`src/rtl/n2t_pc.sv`:
```
// Hack-style program counter with an optional return-address stack for call/return.
// The stack is built only when N2T_PC_STACK_EN is defined; otherwise push/pop are ignored.
module n2t_pc #(
   parameter int STACK_DEPTH = 8
) (
   input  logic        clk,
   input  logic        rst_n,
   input  logic        en,
   input  logic [15:0] in,
   input  logic        clr,
   input  logic        load,
   input  logic        inc,
   input  logic        push,
   input  logic        pop,
   output logic [15:0] out,
   output logic        stack_full,
   output logic        stack_empty,
   output logic        stack_err
);

`ifdef N2T_PC_STACK_EN
   // sp counts stored entries, so it needs one extra bit to represent "full".
   localparam int SPW = $clog2(STACK_DEPTH) + 1;

   logic [15:0]    stack_mem [STACK_DEPTH];
   logic [SPW-1:0] sp;
   logic [SPW-1:0] sp_m1;
   logic           err_q;
   logic           full;
   logic           empty;
   logic           do_push;

   assign sp_m1   = sp - SPW'(1);
   assign full    = (sp == SPW'(STACK_DEPTH));
   assign empty   = (sp == '0);
   assign do_push = rst_n && en && !clr && !pop && push && !full;

   always_ff @(posedge clk) begin
      if (!rst_n) begin
         out   <= 16'h0000;
         sp    <= '0;
         err_q <= 1'b0;
      end else if (en) begin
         if (clr) begin
            out   <= 16'h0000;
            sp    <= '0;
            err_q <= 1'b0;
         end else if (pop) begin
            if (!empty) begin
               out <= stack_mem[sp_m1[SPW-2:0]];
               sp  <= sp_m1;
            end else begin
               err_q <= 1'b1;
            end
         end else if (push) begin
            if (!full) begin
               out <= in;
               sp  <= sp + SPW'(1);
            end else begin
               err_q <= 1'b1;
            end
         end else if (load) begin
            out <= in;
         end else if (inc) begin
            out <= out + 16'd1;
         end
      end
   end

   // Entries carry no reset value; they are only read back below a valid sp.
   always_ff @(posedge clk) begin
      if (do_push) begin
         stack_mem[sp[SPW-2:0]] <= out + 16'd1;
      end
   end

   assign stack_full  = full;
   assign stack_empty = empty;
   assign stack_err   = err_q;
`else
   logic unused_stack_ctl;

   assign unused_stack_ctl = ^{push, pop};

   always_ff @(posedge clk) begin
      if (!rst_n) begin
         out <= 16'h0000;
      end else if (en) begin
         if (clr) begin
            out <= 16'h0000;
         end else if (load) begin
            out <= in;
         end else if (inc) begin
            out <= out + 16'd1;
         end
      end
   end

   assign stack_full  = 1'b0;
   assign stack_empty = 1'b1;
   assign stack_err   = 1'b0;
`endif

endmodule

```
`config.mk`:
```
export PLATFORM = sky130hd
export DESIGN_NAME = n2t_pc
export DESIGN_NICKNAME = d
export VERILOG_FILES = /design/src/rtl/n2t_pc.sv
export SDC_FILE = /design/constraint.sdc
export NUM_CORES = 1
export LEC_CHECK = 0
export ABC_AREA = 1
export BUFFER_PORTS_ARGS = -buffer_cell sky130_fd_sc_hd__buf_2
export CAP_MARGIN = 40
export CORE_ASPECT_RATIO = 0.75
export CORE_MARGIN = 1
export CORE_UTILIZATION = 35
export CTS_CLUSTER_SIZE = 10
export DETAILED_ROUTE_END_ITERATION = 8
export PLACE_DENSITY_LB_ADDON = 0.25
export SKIP_CTS_REPAIR_TIMING = 1
export SYNTH_ARGS = -nofsm -noshare
export SYNTH_HDL_FRONTEND = slang
export SYNTH_SLANG_ARGS = --single-unit
```
`constraint.sdc`:
```
create_clock -name clk -period 2.9 [get_ports clk]
set_clock_uncertainty 0.2 [all_clocks]
set_input_delay 0.29 -clock clk [delete_from_list [all_inputs] [get_ports clk]]
set_output_delay 0.29 -clock clk [all_outputs]
set_load 0.01 [all_outputs]
```
==> run_results.csv <==
group,metric,value,unit
clock_tree,cts.clk_slew.worst_paths,0.07,ns
worst_setup_path,cp-end-kind,"register",
global_route,grt_overflow,0,
synth,ys_warn_count,0,
synth,postSynthAreaPerCell,6.07,um^2
floorplan,ios,43,
synth,yosys.area.top_type,"dfxtp_1",
power_and_ir_drop,pwr-share-seq,0.455,
job,cap_violations,0,
sta,setup_tns,0,ns
floorplan,die_x,68.4,um
drt,vias,1242,
power_and_ir_drop,switching_share,0.273,
cells_and_area,antenna_cells,0,
place,hpwl,2060,um
sta,worst_pin_slew,0.715,ns
worst_setup_path,criticalPathCategory,"register to register",
sta,maxSlewViolCount,0,
place,placed_cells,259,
drt,wl_met2,1210,um
drt,drt-initial-drc-count,32,
floorplan,die_h,51.8,um
worst_setup_path,path_cells,"ha_1 -> nand3_1 -> inv_1 -> nand2_1 -> o21ai_0 -> nand3_1 -> nand2_1 -> a21oi_1",
worst_setup_path,critPathRequiredTime,2.82,ns
worst_setup_path,reg2reg_slack,1.11,ns
cells_and_area,nFillCells,353,
synth,syn_inst,191,
sta,hold_viol_final,0,
power_and_ir_drop,combPwrFrac,0.152,
worst_setup_path,rr_worst_depth,8,
clock_tree,h-tree-depth,1,
worst_setup_path,max_stage_delay,0.42,ns
sta,setup_viol,0,
drt,firstDrtPassIters,4,
drt,routedWlPerCell,10.8,um
cells_and_area,top_register,"out",
clock_tree,clock_latency,0.25,ns
worst_setup_path,worst-path-stages,8,
cells_and_area,multiInputGateArea,716,um^2
power_and_ir_drop,net-switching-power,0.000143,W
cells_and_area,largest_reg_flops,16,
worst_setup_path,timing.rr.start,"out[0]",
sta,slew_headroom,0.523,
worst_setup_path,critPathArrivalTime,1.71,ns
worst_setup_path,crit_family,"simple AND/OR/NAND/NOR gates",
min_path,hp-class,"input pin to register",
sta,max_freq,0.557,GHz
worst_setup_path,crit_end,"out[10]",
synth,yosysUniqueCellTypes,24,
clock_tree,cts_tree,"done",
synth,synth_top_area_frac,0.276,
sta,min_period,1.79,ns
place,gp_congestion,0.805,
cells_and_area,finish.utilization,0.457,
cells_and_area,final_net_count,251,
floorplan,die_area,3550,um^2
drt,top_layer,"met4",
drt,drc,0,
floorplan,core_area,3040,um^2
sta,timing.final.crit_share,0.619,
drt,wl_met1,1470,um
floorplan,num_rows,17,
floorplan,initial_core_util,0.381,
drt,ant_nets,0,
sta,rsz0062_at_grt,"no",
synth,synth_seq_cells,16,
cells_and_area,regArea,320,um^2
cells_and_area,area_growth_syn_to_layout,20.1,%
outcome,status,"finished, final reports clean",
power_and_ir_drop,ir_drop,0.000162,V
cells_and_area,fin_cells,263,
synth,synth.area.top_cells,"dfxtp_1, nand2_1, nor2_1",
worst_setup_path,start_kind,"register",
worst_setup_path,path_buf_inv,1,
synth,syn_area,1160,um^2
clock_tree,cts_made_buffers,3,
worst_setup_path,r2r_end,"out[10]",
clock_tree,root_buffer,"clkbuf_8",
clock_tree,clock_path_buffers,2,
global_route,grt_pass1_vias,1112,
cells_and_area,top_regs,"out x16",
power_and_ir_drop,p_total,0.000524,W
global_route,track_usage,0.185,
power_and_ir_drop,leakage,0.639,nW
drt,drt_wl_total,2850,um
place,io_buffers,37,
worst_setup_path,cp_max_fo,6,
global_route,grt_pass1_wl,4880,um
power_and_ir_drop,p_per_area,377,nW/um^2
power_and_ir_drop,p_int,0.000381,W
cells_and_area,layout-drive-gt1-share,0.213,
drt,met3_length,156,um
global_route,grt_max_degree,28,
clock_tree,numClockSinks,16,
worst_setup_path,startpoint,"out[0]",
power_and_ir_drop,clockPowerShare,0.392,
worst_setup_path,cp_slowest_cell,"dfxtp_1",
drt,routed_via_density,4.72,
synth,synth.yosys.seq_area_share,0.276,
global_route,antenna_found_initial,0,
-- cells in the final DEF (no fill, tap or decap) --
| cell | netlist | routed |
|---|---|---|
| nand2_1 | 52 | 52 |
| nor2_1 | 39 | 39 |
| buf_2 | 2 | 37 |
| inv_1 | 17 | 17 |
| dfxtp_1 | 16 | 16 |
| a21oi_1 | 14 | 14 |
| nand3_1 | 14 | 14 |
| o21ai_0 | 8 | 8 |
| xor2_1 | 4 | 4 |
| clkbuf_8 | 0 | 4 |
| o211ai_1 | 3 | 3 |
| nand4_1 | 3 | 3 |
| conb_1 | 2 | 3 |
| a21oi_2 | 2 | 2 |
| xnor2_1 | 2 | 2 |
| inv_2 | 1 | 1 |
| o211ai_2 | 1 | 1 |
| o31ai_4 | 1 | 1 |
| or2_2 | 1 | 1 |
| nor2_4 | 1 | 1 |
| nand3b_1 | 1 | 1 |
| ha_1 | 1 | 1 |
-- area by class of cell --
cell class / instances / share of cell area
well taps: 38 / 0.0342
repair buffers: 37 / 0.133
multi-input cells: 150 / 0.514
inverters: 18 / 0.0486
flip-flops and latches: 16 / 0.230
clock buffers: 4 / 0.0396
-- cell usage after synthesis (all sizes together) --
cell type,count
clkbuf,1
dfxtp,16
nor2,40
a21oi,16
o21ai,8
or2,1
nand3,14
xnor2,2
o211ai,4
nand4,3
conb,2
nand3b,1
xor2,4
ha,1
buf,7
inv,18
nand2,52
o31ai,1
-- logic make-up after synthesis --
group,Yosys count,synth area share
buffers and inverters,26,0.109
adders and majority gates,1,0.0108
DFF,16,0.276
xor gates and xnor gates,6,0.0454
and+or+nand+nor,111,0.393
other,2,0.00648
AOI/OAI and AO/OA,29,0.159
-- tightest hold or removal path: stages --
cell      delay, ns
buf_2          0.08
o211ai_1       0.07
a21oi_1        0.11
-- how the worst min path moves through the flow --
| stage | from | endpoint | depth (start not counted) |
|---|---|---|---|
| 4_1_cts | in[2] | out[2] | 3 |
| 3_5_place_dp | out[15] | out[15] | 2 |
| 2_1_floorplan | load | out[4] | 2 |
| 3_3_place_gp | out[15] | out[15] | 2 |
| 6_report | in[2] | out[2] | 3 |
| 5_1_grt | in[0] | out[0] | 3 |
-- routing by layer --
metal,vias to the layer above,track usage
li1,668,-
met1,542,0.257
met2,30,0.279
met3,2,0.0526
met4,0,0.0382
met5,-,0
-- stage by stage --
step,setup WS [ns],hold WS [ns],area (um^2)
after floorplan,1.30,0.289,1160
after global placement,1.11,0.293,1340
after detailed placement,1.11,0.301,1340
after CTS,1.10,0.129,1390
after global routing,0.905,0.137,1390
final,1.11,0.127,1390
-- power groups by stage --
stage	Combinational, W	Sequential (W)	Clock, W
floorplan	0.0000507	0.000245	0
global placement	0.0000804	0.000243	0
detailed placement	0.0000807	0.000243	0
CTS	0.0000812	0.000238	0.000208
global route	0.0000933	0.000240	0.000217
finish	0.0000799	0.000238	0.000206
(Power assumes the default switching activity.)
